==> config.mk <==
export PLATFORM = sky130hd
export DESIGN_NAME = uart_tx_mmio
export DESIGN_NICKNAME = d
export VERILOG_FILES = /design/src/rtl/uart_tx_pkg.sv /design/src/rtl/uart_tx_mmio_sync_fifo.sv /design/src/rtl/uart_tx_mmio.sv
export SDC_FILE = /design/constraint.sdc
export NUM_CORES = 1
export LEC_CHECK = 0
export ABC_AREA = 1
export ABC_CLOCK_PERIOD_IN_PS = 2650
export BUFFER_PORTS_ARGS = -buffer_cell sky130_fd_sc_hd__buf_2
export CAP_MARGIN = 20
export CELL_PAD_IN_SITES_DETAIL_PLACEMENT = 0
export CELL_PAD_IN_SITES_GLOBAL_PLACEMENT = 2
export CORE_UTILIZATION = 35
export CTS_BUF_LIST = sky130_fd_sc_hd__clkbuf_2 sky130_fd_sc_hd__clkbuf_4 sky130_fd_sc_hd__clkbuf_8
export DETAILED_ROUTE_END_ITERATION = 10
export PLACE_DENSITY = 0.86
export SYNTH_ARGS = -nofsm -noshare
export SYNTH_HDL_FRONTEND = slang
export SYNTH_SLANG_ARGS = --single-unit
==> constraint.sdc <==
create_clock -name clk -period 2.65 [get_ports clk]
set_input_delay 0 -clock clk [delete_from_list [all_inputs] [get_ports clk]]
set_output_delay 0 -clock clk [all_outputs]
set_load 0.05 [all_outputs]
==> src/rtl/uart_tx_pkg.sv <==
// Shared definitions for the memory-mapped UART transmitter: register
// offsets, STATUS bit positions and the transmit state encoding.
package uart_tx_pkg;

  localparam logic [31:0] TXDATA_OFFS = 32'h0000_0000;
  localparam logic [31:0] STATUS_OFFS = 32'h0000_0004;

  localparam int STAT_FULL_BIT  = 0;
  localparam int STAT_EMPTY_BIT = 1;
  localparam int STAT_BUSY_BIT  = 2;

  typedef enum logic [1:0] {
    IDLE  = 2'd0,
    START = 2'd1,
    DATA  = 2'd2,
    STOP  = 2'd3
  } tx_state_t;

endpackage

==> src/rtl/uart_tx_mmio_sync_fifo.sv <==
// Counter-based synchronous FIFO. Pushes while full and pops while empty
// are ignored, so the caller may issue them unconditionally. Storage has
// no reset; only pointers and count are cleared, which discards contents.
module sync_fifo #(
  parameter int WIDTH = 8,
  parameter int DEPTH = 8
) (
  input  logic             clk,
  input  logic             resetn,
  input  logic             push,
  input  logic             pop,
  input  logic [WIDTH-1:0] din,
  output logic [WIDTH-1:0] dout,
  output logic             full,
  output logic             empty
);

  localparam int AW = $clog2(DEPTH);
  localparam int CW = AW + 1;
  localparam logic [CW-1:0] DEPTH_C = CW'(DEPTH);

  if (DEPTH < 2 || (DEPTH & (DEPTH - 1)) != 0) begin : g_depth_check
    $error("sync_fifo: DEPTH must be a power of two and at least 2");
  end

  logic [WIDTH-1:0] mem [DEPTH];
  logic [AW-1:0]    wr_ptr;
  logic [AW-1:0]    rd_ptr;
  logic [CW-1:0]    count;
  logic             do_push;
  logic             do_pop;

  assign full    = (count == DEPTH_C);
  assign empty   = (count == '0);
  assign do_push = push && !full;
  assign do_pop  = pop && !empty;
  assign dout    = mem[rd_ptr];

  // Pointer and occupancy bookkeeping; pointers wrap naturally at DEPTH.
  always_ff @(posedge clk or negedge resetn) begin
    if (!resetn) begin
      wr_ptr <= '0;
      rd_ptr <= '0;
      count  <= '0;
    end else begin
      if (do_push) wr_ptr <= wr_ptr + 1'b1;
      if (do_pop)  rd_ptr <= rd_ptr + 1'b1;
      case ({do_push, do_pop})
        2'b10:   count <= count + 1'b1;
        2'b01:   count <= count - 1'b1;
        default: count <= count;
      endcase
    end
  end

  // Data storage, written only on an accepted push.
  always_ff @(posedge clk) begin
    if (do_push) mem[wr_ptr] <= din;
  end

endmodule

==> src/rtl/uart_tx_mmio.sv <==
// Memory-mapped 8N1 UART transmitter. Stores to TXDATA are queued in a
// FIFO that the transmit FSM drains at the baud rate; STATUS exposes the
// FIFO and transmitter state. A TXDATA store to a full FIFO is stalled by
// withholding mem_ready until a slot frees up.
module uart_tx_mmio
  import uart_tx_pkg::*;
#(
  parameter int SYSTEM_CLK = 50_000_000,
  parameter int BAUDRATE   = 115200,
  parameter int FIFO_DEPTH = 8
) (
  input  logic        clk,
  input  logic        resetn,
  input  logic        mem_valid,
  output logic        mem_ready,
  input  logic [3:0]  mem_wstrb,
  input  logic [31:0] mem_addr,
  input  logic [31:0] mem_wdata,
  output logic [31:0] mem_rdata,
  output logic        tx
);

  localparam int DIV = SYSTEM_CLK / BAUDRATE;
  localparam int BW  = (DIV < 2) ? 1 : $clog2(DIV);
  localparam logic [BW-1:0] DIV_M1 = BW'(DIV - 1);

  if (DIV < 2) begin : g_div_check
    $error("uart_tx_mmio: SYSTEM_CLK / BAUDRATE must be at least 2");
  end

  tx_state_t   state;
  logic [BW-1:0] baud_cnt;
  logic [2:0]  bit_idx;
  logic [7:0]  shift;
  logic        baud_tick;

  logic        fifo_push;
  logic        fifo_pop;
  logic [7:0]  fifo_dout;
  logic        fifo_full;
  logic        fifo_empty;

  logic        is_status;
  logic        is_write;
  logic        push_req;
  logic        accept;
  logic [31:0] status_word;

  logic        unused_bits;
  assign unused_bits = ^{mem_addr[31:3], mem_addr[1:0], mem_wdata[31:8]};

  // Only address bit 2 distinguishes the two registers; block select is external.
  assign is_status = (mem_addr[2] == STATUS_OFFS[2]);
  assign is_write  = (mem_wstrb != 4'b0000);
  assign push_req  = !is_status && mem_wstrb[0];

  // Never accept while the previous ack is showing, and hold off a push
  // into a full FIFO so it is retried every cycle.
  assign accept    = mem_valid && !mem_ready && !(push_req && fifo_full);
  assign fifo_push = accept && push_req;

  assign baud_tick = (state != IDLE) && (baud_cnt == '0);
  assign fifo_pop  = !fifo_empty && ((state == IDLE) || ((state == STOP) && baud_tick));

  // Assemble the STATUS register from the current registered state.
  always_comb begin
    status_word                 = '0;
    status_word[STAT_FULL_BIT]  = fifo_full;
    status_word[STAT_EMPTY_BIT] = fifo_empty;
    status_word[STAT_BUSY_BIT]  = (state != IDLE);
  end

  sync_fifo #(
    .WIDTH (8),
    .DEPTH (FIFO_DEPTH)
  ) u_fifo (
    .clk    (clk),
    .resetn (resetn),
    .push   (fifo_push),
    .pop    (fifo_pop),
    .din    (mem_wdata[7:0]),
    .dout   (fifo_dout),
    .full   (fifo_full),
    .empty  (fifo_empty)
  );

  // Bus response: one-cycle ack after accept; read data only for STATUS reads.
  always_ff @(posedge clk or negedge resetn) begin
    if (!resetn) begin
      mem_ready <= 1'b0;
      mem_rdata <= '0;
    end else begin
      mem_ready <= accept;
      if (accept && is_status && !is_write) mem_rdata <= status_word;
      else                                  mem_rdata <= '0;
    end
  end

  // Transmit FSM with baud counter and LSB-first shift register; STOP chains
  // straight into the next START when more data is queued.
  always_ff @(posedge clk or negedge resetn) begin
    if (!resetn) begin
      state    <= IDLE;
      baud_cnt <= '0;
      bit_idx  <= '0;
      shift    <= '0;
    end else begin
      case (state)
        IDLE: begin
          if (!fifo_empty) begin
            shift    <= fifo_dout;
            baud_cnt <= DIV_M1;
            state    <= START;
          end
        end
        START: begin
          if (baud_tick) begin
            baud_cnt <= DIV_M1;
            bit_idx  <= '0;
            state    <= DATA;
          end else begin
            baud_cnt <= baud_cnt - 1'b1;
          end
        end
        DATA: begin
          if (baud_tick) begin
            baud_cnt <= DIV_M1;
            shift    <= {1'b0, shift[7:1]};
            if (bit_idx == 3'd7) state <= STOP;
            else                 bit_idx <= bit_idx + 1'b1;
          end else begin
            baud_cnt <= baud_cnt - 1'b1;
          end
        end
        STOP: begin
          if (baud_tick) begin
            if (!fifo_empty) begin
              shift    <= fifo_dout;
              baud_cnt <= DIV_M1;
              state    <= START;
            end else begin
              baud_cnt <= '0;
              state    <= IDLE;
            end
          end else begin
            baud_cnt <= baud_cnt - 1'b1;
          end
        end
        default: state <= IDLE;
      endcase
    end
  end

  // Line level decoded from state so reset forces the idle level at once.
  always_comb begin
    tx = 1'b1;
    case (state)
      START:   tx = 1'b0;
      DATA:    tx = shift[0];
      default: tx = 1'b1;
    endcase
  end

endmodule

==> metrics.yaml <==
route:
  vias: 3369
  wl_per_cell_um: 12.69
  drt_wl_total_um: 9314
  antenna_left: 0
  drc_errors: 0
  drtPass1Iterations: 5
  viasPerCell: 4.590
  drtIter0Drc: 197
grt:
  antenna_found_initial: 0
  grt_use_total_pct: 13.96
  met1_usage_pct: 19.14
  grt-ovfl-total: 0
  grt_pass1_wl_um: 15440
  grt_pass1_vias: 3138
  grt_max_degree: 37
  met2_usage_pct: 22.16
  use_met3_pct: 2.471
  grt_busiest_layer: "met2"
cells_and_area:
  final_cell_count_no_fill: 734
  final_cell_mix: "nand2_1, nand3_1, edfxtp_1"
  finalNetCount: 639
  fin_area_um2: 5485
  drive_above_1_share_pct: 12.37
  syn_to_final_growth_pct: 12.30
  mostFrequentLayoutCell: "nand2_1"
  post-route-util_pct: 40.93
  antennaDiodeCount: 0
cts:
  clkTransAtPathRegs_ps: 100
  clk_latency_ps: 370
  cts_tree: "yes"
  cts.sinks: 100
  cts_buffers: 9
  clock-root-buffer: "clkbuf_8"
  h-tree-depth: 3
  clockBufferDepth: 2
sta:
  maxSlewViolCount: 0
  finalHoldViolations: 0
  hold_slack_ps: 246.5
  setup_viol: 0
  tightest_slew_ps: 868.1
  layout_min_cycle_time_ps: 2435
  slew-limit-headroom_pct: 42.13
  post-route-period-util_pct: 91.90
  timing.final.ws_setup_ps: 214.5
  setup_tns_ps: 0
  finClkSkew_ps: 11.22
  clock.fmax_mhz: 410.6
power:
  power_mw: 3.164
  irDropWorstVdd_uv: 273.0
  power_density_nw_per_um2: 576.8
  p_leak_nw: 2.447
synth:
  synth_top_family_by_area: "simple AND/OR/NAND/NOR gates"
  yosysWarnings: 0
  synth-compound-area-share_pct: 3.125
  yosys.area_share.xor_xnor_pct: 1.793
  yosysTopAreaCell: "edfxtp_1"
  synth_adder_area_share_pct: 3.996
  syn_avg_cell_area_um2: 9.654
  seq_area_frac_synth_pct: 57.79
  syn_inst: 506
  synth.area.top_cells: "edfxtp_1, dfrtp_1, nand2_1, nand3_1, buf_4"
  synth_area_um2: 4885
  synth_top_area_share_pct: 39.34
  ys_ff_latch: 100
  synth_mux_area_share_pct: 0
  synthDistinctLibCells: 37
  synth-simple-area-share_pct: 24.49
place:
  dp_cells: 704
  port_buffers: 20
  pre_cts_ws_ps: 105.8
  gp_congestion: 0.7308
  hpwl_um: 5941
  dpl_cell_area_um2: 5140
die:
  ios: 105
  die_h_um: 120.1
  initial_core_util_pct: 36.45
  core-area_um2: 13400
  fp.dieW_um: 120.1
  die-area_um2: 14430
  rows: 42
hold_path:
  hp-class: "in -> reg"
  hold_depth: 6
worst_setup_path:
  crit_fanout: 5
  setup.worst_path.class: "reg -> reg"
  cp.arrival_ps: 2680
  crit_required_ps: 2900
  cp-end-kind: "flip-flop"
  ff2ff_path_depth: 15
  cp-start-kind: "flip-flop"
run_status:
  status: "finished, final reports clean"
run:
  drv_cap: 0
where the power goes:
group / switching, mW / total, mW / internal (mW) / leakage (nW)
clock network: 0.563 / 0.929 / 0.366 / 0.0995
logic: 0.296 / 0.427 / 0.131 / 1.33
registers: 0.0660 / 1.81 / 1.74 / 1.02
area by class of cell:
class | count | area, um2
Clock buffer | 9 | 123.9
Clock inverter | 7 | 65.06
Fill cell | 1301 | 7915
Inverter | 33 | 128.9
Multi-Input combinational cell | 358 | 1759
Sequential cell | 100 | 2823
Tap cell | 176 | 220.2
Timing Repair Buffer | 51 | 365.4
worst max-delay path: stages (launching register included):
cell	delay [ps]
dfrtp_1	410
inv_1	80
ha_2	200
nand2_2	90
nor2_4	140
nand2_1	90
o21ai_2	140
nand2_1	80
inv_1	100
ha_4	170
ha_1	270
a21oi_2	120
nand2_1	70
a21oi_1	110
o21ai_0	100
xor2_1	150
path summary, 6_finish.rpt:
| path | from | to | slack (ps) |
|---|---|---|---|
| worst max-delay path | baud_cnt[0] | u_fifo.count[3] | 210 |
| worst min-delay path | mem_valid | u_fifo.count[0] | 250 |
| worst max register to register | baud_cnt[0] | u_fifo.count[3] | 210 |
| worst min register to register | bit_idx[0] | bit_idx[0] | 490 |
| max in group asynchronous | resetn | baud_cnt[8] | 1830 |
| min in group asynchronous | resetn | bit_idx[2] | 280 |
Yosys cell counts:
master and count:
a21boi_0 1, a21oi_1 7, and2_1 1, buf_2 11, buf_4 30, clkbuf_1 1
clkbuf_8 1, clkinv_1 1, conb_1 1, dfrtp_1 36, edfxtp_1 64, fa_1 1
ha_1 14, inv_1 29, inv_2 2, inv_6 1, nand2_1 165, nand2_2 2
nand2_4 1, nand3_1 67, nand3_4 1, nand3b_1 2, nand4_1 3, nor2_1 24
nor2_2 1, nor2_4 1, nor3_1 8, nor4_1 1, o21ai_0 13, o21ai_1 1
o21ai_2 1, o21ai_4 1, o21bai_1 1, o31ai_1 1, or2_2 1, xnor2_1 3
xor2_1 7
metal layers:
layer / vias to the layer above / part of all wire [%]
li1: 1707 / -
met5: - / 0
met3: 11 / 4.4
met1: 1559 / 48
met2: 92 / 46
met4: 0 / 1.3
registers in the layout, indices dropped and copies added, names as in the netlist:
register       count
u_fifo.count       4
bit_idx            3
mem_ready          1
mem_rdata          3
u_fifo.wr_ptr      3
shift              8
baud_cnt           9
state              2
u_fifo.mem        64
u_fifo.rd_ptr      3
cell families after synthesis:
logic type,after synthesis
simple gates,278
other cells,1
compound gates,26
buf+inv,76
flops,100
fa+ha+maj,15
xor+xnor,10
what timing repair did:
item	in CTS	in global routing
endpoints found under the hold margin	104	0
hold buffers	13	0
setup endpoints to repair	0	1
setup buffers	0	1
gates resized for setup	0	4
(Power assumes the default switching activity.)
